==> config.mk <==
export PLATFORM = sky130hd
export DESIGN_NAME = cam_match_resolver
export DESIGN_NICKNAME = d
export VERILOG_FILES = /design/src/rtl/cam_match_resolver_pkg.sv /design/src/rtl/cam_match_resolver_prio_enc.sv /design/src/rtl/cam_match_resolver.sv
export SDC_FILE = /design/constraint.sdc
export NUM_CORES = 1
export LEC_CHECK = 0
export ABC_AREA = 0
export BUFFER_PORTS_ARGS = -buffer_cell sky130_fd_sc_hd__buf_2
export CAP_MARGIN = 30
export CORE_ASPECT_RATIO = 0.6
export CORE_MARGIN = 2
export CORE_UTILIZATION = 45
export DETAILED_ROUTE_END_ITERATION = 10
export GPL_ROUTABILITY_DRIVEN = 0
export PLACE_DENSITY_LB_ADDON = 0.1
export SLEW_MARGIN = 20
export SYNTH_ARGS = -nofsm -noshare
export SYNTH_HDL_FRONTEND = slang
export SYNTH_HIERARCHICAL = 1
export SYNTH_SLANG_ARGS = --single-unit
==> constraint.sdc <==
create_clock -name clk -period 2.9 [get_ports clk]
set_clock_uncertainty 0.2 [all_clocks]
set_input_delay 0.58 -clock clk [delete_from_list [all_inputs] [get_ports clk]]
set_output_delay 0.58 -clock clk [all_outputs]
set_load 0.01 [all_outputs]
==> src/rtl/cam_match_resolver_pkg.sv <==
// ---------------------------------------------------------------------------
// cam_match_resolver_pkg
//   Shared types and helpers for the CAM search front-end.
//   - state_t   : resolver FSM states (IDLE / LOOKUP / EMIT)
//   - idx_width : index width derived from the CAM depth
//   - popcount  : number of set bits in a match vector (zero-extended to
//                 MAX_DEPTH bits by the caller)
// ---------------------------------------------------------------------------
package cam_match_resolver_pkg;

    typedef enum logic [1:0] {
        ST_IDLE   = 2'd0,
        ST_LOOKUP = 2'd1,
        ST_EMIT   = 2'd2
    } state_t;

    // Upper bound on CAM depth that the popcount helper handles.
    localparam int MAX_DEPTH = 1024;

    function automatic int idx_width(input int depth);
        return (depth < 2) ? 1 : $clog2(depth);
    endfunction

    function automatic int unsigned popcount(input logic [MAX_DEPTH-1:0] v);
        int unsigned n;
        n = 0;
        for (int i = 0; i < MAX_DEPTH; i++) begin
            n = n + 32'(v[i]);
        end
        return n;
    endfunction

endpackage

==> src/rtl/cam_match_resolver_prio_enc.sv <==
// ---------------------------------------------------------------------------
// cam_match_resolver_prio_enc
//   Purely combinational lowest-index priority encoder for a CAM match vector.
//   Ports:
//     vec     in   DEPTH   match vector
//     idx     out  IDX_W   index of the lowest set bit (0 when vec == 0)
//     any     out  1       at least one bit of vec is set
//     lowest  out  DEPTH   one-hot of the lowest set bit (all zero when
//                          vec == 0); vec & ~lowest clears that bit
// ---------------------------------------------------------------------------
module cam_match_resolver_prio_enc #(
    parameter int DEPTH = 16,
    parameter int IDX_W = 4
) (
    input  logic [DEPTH-1:0] vec,
    output logic [IDX_W-1:0] idx,
    output logic             any,
    output logic [DEPTH-1:0] lowest
);

    // Scan from the top down so the last (lowest) set bit wins.
    always_comb begin
        idx = '0;
        for (int i = DEPTH - 1; i >= 0; i--) begin
            if (vec[i]) begin
                idx = IDX_W'(i);
            end
        end
    end

    assign any    = |vec;
    // Two's-complement trick isolates the lowest set bit.
    assign lowest = vec & (~vec + DEPTH'(1));

endmodule

==> src/rtl/cam_match_resolver.sv <==
// ---------------------------------------------------------------------------
// cam_match_resolver
//   Search front-end for the CAM. Accepts a key on the request port, drives it
//   to the CAM, captures the match vector one cycle later and returns the
//   matching indices (lowest only, or all in ascending order) on the
//   response port.
//
//   Handshakes: a transfer happens on a rising clk edge where valid && ready
//   are both 1. Once rsp_valid rises it stays high, with every rsp_* field
//   stable, until the consumer takes it; req_ready is 1 only in IDLE.
//
//   Ports:
//     clk, rst_n   clock, asynchronous active-low reset
//     req_valid/req_ready/req_key/req_all   search request
//     cam_key      key to CAM data_in (registered, held for the search)
//     cam_match    CAM match vector (combinational from cam_key)
//     rsp_valid/rsp_ready/rsp_hit/rsp_index/rsp_count/rsp_last   responses
//     dbg_state    current FSM state (state_t encoding)
// ---------------------------------------------------------------------------
module cam_match_resolver
    import cam_match_resolver_pkg::*;
#(
    parameter  int WIDTH = 8,
    parameter  int DEPTH = 16,
    localparam int IDX_W = idx_width(DEPTH)
) (
    input  logic             clk,
    input  logic             rst_n,
    input  logic             req_valid,
    output logic             req_ready,
    input  logic [WIDTH-1:0] req_key,
    input  logic             req_all,
    output logic [WIDTH-1:0] cam_key,
    input  logic [DEPTH-1:0] cam_match,
    output logic             rsp_valid,
    input  logic             rsp_ready,
    output logic             rsp_hit,
    output logic [IDX_W-1:0] rsp_index,
    output logic [IDX_W:0]   rsp_count,
    output logic             rsp_last,
    output logic [1:0]       dbg_state
);

    state_t               state;
    logic                 all_q;
    logic [DEPTH-1:0]     match_q;

    logic [IDX_W-1:0]     enc_idx;
    logic                 enc_any;
    logic [DEPTH-1:0]     enc_lowest;
    logic                 one_left;
    logic                 last_c;
    logic [MAX_DEPTH-1:0] pc_in;
    logic [IDX_W:0]       count_next;

    cam_match_resolver_prio_enc #(
        .DEPTH (DEPTH),
        .IDX_W (IDX_W)
    ) u_prio_enc (
        .vec    (match_q),
        .idx    (enc_idx),
        .any    (enc_any),
        .lowest (enc_lowest)
    );

    assign pc_in      = MAX_DEPTH'(cam_match);
    assign count_next = (IDX_W + 1)'(popcount(pc_in));

    // Exactly one bit set: removing the lowest one leaves nothing.
    assign one_left = enc_any && ((match_q & ~enc_lowest) == '0);
    assign last_c   = !enc_any || !all_q || one_left;

    // Outputs are decodes of registered state only.
    assign req_ready = (state == ST_IDLE);
    assign rsp_valid = (state == ST_EMIT);
    assign rsp_hit   = rsp_valid && enc_any;
    assign rsp_index = rsp_valid ? enc_idx : '0;
    assign rsp_last  = rsp_valid && last_c;
    assign dbg_state = state;

    always_ff @(posedge clk or negedge rst_n) begin
        if (!rst_n) begin
            state     <= ST_IDLE;
            cam_key   <= '0;
            all_q     <= 1'b0;
            match_q   <= '0;
            rsp_count <= '0;
        end else begin
            case (state)
                ST_IDLE: begin
                    if (req_valid) begin
                        cam_key <= req_key;
                        all_q   <= req_all;
                        state   <= ST_LOOKUP;
                    end
                end
                ST_LOOKUP: begin
                    // Snapshot the match vector; later CAM writes cannot
                    // disturb this search.
                    match_q   <= cam_match;
                    rsp_count <= count_next;
                    state     <= ST_EMIT;
                end
                ST_EMIT: begin
                    if (rsp_ready) begin
                        if (last_c) begin
                            // Lowest-only mode may leave other hits behind;
                            // drop them with the search.
                            match_q   <= '0;
                            rsp_count <= '0;
                            state     <= ST_IDLE;
                        end else begin
                            match_q <= match_q & ~enc_lowest;
                        end
                    end
                end
                default: begin
                    state <= ST_IDLE;
                end
            endcase
        end
    end

endmodule

==> results.json <==
{
  "fin_nets": 397,
  "pwr-share-comb_pct": 64.8,
  "ys_seq_area_share_pct": 33.11,
  "drt_wl_total_um": 6568,
  "final_common_cell": "buf_2",
  "min_path_type": "in2async",
  "rsz0062_at_grt": "yes",
  "syn_area_mm2": 0.002419,
  "areaGrowthSynthToFinish_pct": 38.49,
  "setup_viol": 6,
  "p_sw_share_pct": 42.43,
  "drtAntennaViolNets": 0,
  "violations": "negative setup slack",
  "rows": 20,
  "groute.usage.overall_pct": 23.08,
  "crit_path_cell_trace": "buf_8 -> inv_4 -> fa_2 -> fa_1 -> fa_1 -> fa_1 -> inv_2 -> ha_4 -> fa_2 -> xor2_1 -> and2_1 -> nor2_1 -> a21oi_1",
  "die-area_mm2": 0.005996,
  "die_h_um": 60.79,
  "grt_max_degree": 33,
  "rrSetupSlack_ns": 0.08,
  "synthCells": 250,
  "start_util_pct": 47.15,
  "avgViaCountPerCell": 5.211,
  "cp_common_cell": "fa_1",
  "ys_ff_latch": 32,
  "htreeDepth": 2,
  "pre_cts_slack_ns": -1.224,
  "critPathTopFamily": "adder cells",
  "vias": 2173,
  "grt_pass1_wl_um": 10470,
  "p_switching_mw": 1.534,
  "grt_antenna_before_repair": 0,
  "synth-edff-count": 0,
  "setup_slack_ns": -0.8609,
  "p_total_mw": 3.617,
  "path_clk_slew_ns": 0.07,
  "dp_cells": 406,
  "critPathKind": "in2reg",
  "drc": 0,
  "clock_sinks": 32,
  "maxCapViolCount": 0,
  "fmax_ghz": 0.2659,
  "crit_cells": 13,
  "ff2ff_path_depth": 11,
  "ys_types": 49,
  "worst_slew_pin_slew_ns": 0.8570,
  "io_pins": 52,
  "report.final.slew_viol_count": 0,
  "cts_tree": "yes",
  "worst_r2r_endpoint": "match_q[1]",
  "slew_headroom_pct": 42.87,
  "drtIter0Drc": 116,
  "place_area_mm2": 0.003104,
  "hold_ws_ns": 0.1539,
  "seq_power_share_pct": 23.4,
  "synth.avg_cell_area_um2": 9.674,
  "layout_common_cells": "buf_2, buf_4, dfrtp_1",
  "postLayoutCellArea_mm2": 0.003349,
  "crit_start": "cam_match[0]",
  "n_antenna_cell": 0,
  "dieWidth_um": 98.65,
  "fin_crit_ns": 3.761,
  "cp_slowest_stage_delay_ns": 0.60,
  "cpMaxStageDelayCell": "fa_2",
  "synthArstFlopShare_pct": 100.0,
  "cp_max_fo": 2,
  "final_cells": 417,
  "leakage_nw": 1.719,
  "syn-num-nets": 297,
  "peakVddDrop_mv": 0.4968,
  "overflow": 0,
  "worstPathRequired_ns": 2.87,
  "critPathBufInv": 3,
  "cts_hold_buffers": 0,
  "clock_latency_ns": 0.28,
  "cts_buffer_depth": 2,
  "fin_crit_sh_pct": 129.7,
  "hold_viol": 0,
  "crit_path_end": "rsp_count[2]",
  "coreArea_mm2": 0.005130,
  "cts_root_buf": "clkbuf_8",
  "p_clk_share_pct": 11.8,
  "grt_pass1_vias": 2052,
  "synth_ff_type": "dfrtp_1",
  "timing.rr.start": "match_q[3]",
  "wl_per_cell_um": 15.75,
  "portBuffers": 51,
  "cts_buffers": 5,
  "yosysWarnings": 6,
  "status": "finished with violations",
  "layout-drive-gt1-share_pct": 46.15,
  "p_int_mw": 2.082,
  "first_pass_iters": 4,
  "dp_hpwl_um": 5163,
  "critPathArrivalTime_ns": 3.73,
  "power.density_mw_per_mm2": 1080,
  "start_kind": "primary input",
  "end_kind": "flop"
}
per-stage QoR:
step           TNS (ns)  utilization, %
6_report         -3.778           65.29
5_1_grt          -4.423           65.29
4_1_cts          -3.758           64.07
3_5_place_dp     -5.367           60.51
3_3_place_gp     -5.101           60.51
2_1_floorplan    -3.782               -
metal layers:
metal | GRT usage, % | part of all wire (%)
met1 | 34.72 | 50
met2 | 33.14 | 42
met3 | 6.682 | 7.6
met4 | 4.892 | 0.43
met5 | 0 | 0
sequential cells by signal, indices dropped and copies added (netlist names):
register / count
rsp_count: 5
cam_key: 8
dbg_state: 2
match_q: 16
all_q: 1
worst min-delay path by stage:
stage                     slack [ns]          end        from
after global placement          0.28   cam_key[2]  cam_key[2]
after detailed placement        0.29   cam_key[6]  cam_key[6]
after CTS                       0.19  match_q[10]       rst_n
final                           0.15  match_q[10]       rst_n
after floorplan                 0.08        all_q       rst_n
after global routing            0.22  match_q[10]       rst_n
power groups by stage:
stage                     Combinational [mW]  Clock [mW]  Sequential, mW
after floorplan                         1.33           0           0.923
after global placement                  2.17           0           0.841
after detailed placement                2.20           0           0.848
after CTS                               2.30       0.433           0.843
after global routing                    2.58       0.455           0.875
final                                   2.34       0.426           0.846
repair_timing:
| item | 4_1_cts | 5_1_grt |
|---|---|---|
| setup endpoints to repair | 6 | 18 |
| pin swaps | 13 | 12 |
| buffers inserted | 2 | 1 |
| gates resized for setup | 16 | 14 |
synthesized netlist by cell type, types with 2 or more instances:
cell type	count	share of area [%]
nor4_1	3	0.78
a31oi_1	2	0.52
nor3_1	2	0.41
and4_1	2	0.72
a21o_1	10	3.1
inv_1	30	4.7
o21a_1	2	0.62
ha_1	8	4.1
a21o_2	2	0.72
buf_2	2	0.41
nand3_1	2	0.41
mux2_2	9	4.2
dfrtp_1	32	33
and2_1	7	1.8
o21ai_0	10	2.1
and2_2	3	0.93
fa_1	10	8.3
nand2_1	8	1.2
nand2b_1	7	1.8
a21oi_1	16	3.3
a22oi_1	5	1.6
a22o_1	10	3.6
clkbuf_1	2	0.31
nor2b_1	14	3.6
and3_1	3	0.78
o211ai_1	2	0.62
nor4_4	3	2.6
nand4_2	2	1.0
nor2b_4	3	1.7
and3_2	3	0.93
nor2_1	18	2.8
cell families after synthesis:
kind of cell | after synthesis | share of synthesized area (%)
and+or+nand+nor | 87 | 24.47
muxes | 9 | 4.190
adders and majority gates | 18 | 12.42
buffers and inverters | 36 | 6.157
DFF | 32 | 33.11
AOI/OAI and AO/OA | 67 | 19.30
xor gates and xnor gates | 1 | 0.3622
cell type report:
type	instances	area (um2)
fillers	415	1780
well taps	66	82.58
multi-input cells	182	1546
repair buffers	99	688.2
clock buffers	6	72.57
clock inverters	2	35.03
flip-flops and latches	32	802.0
inverters	30	122.6
Note: power is estimated with default switching activity, not from simulation.
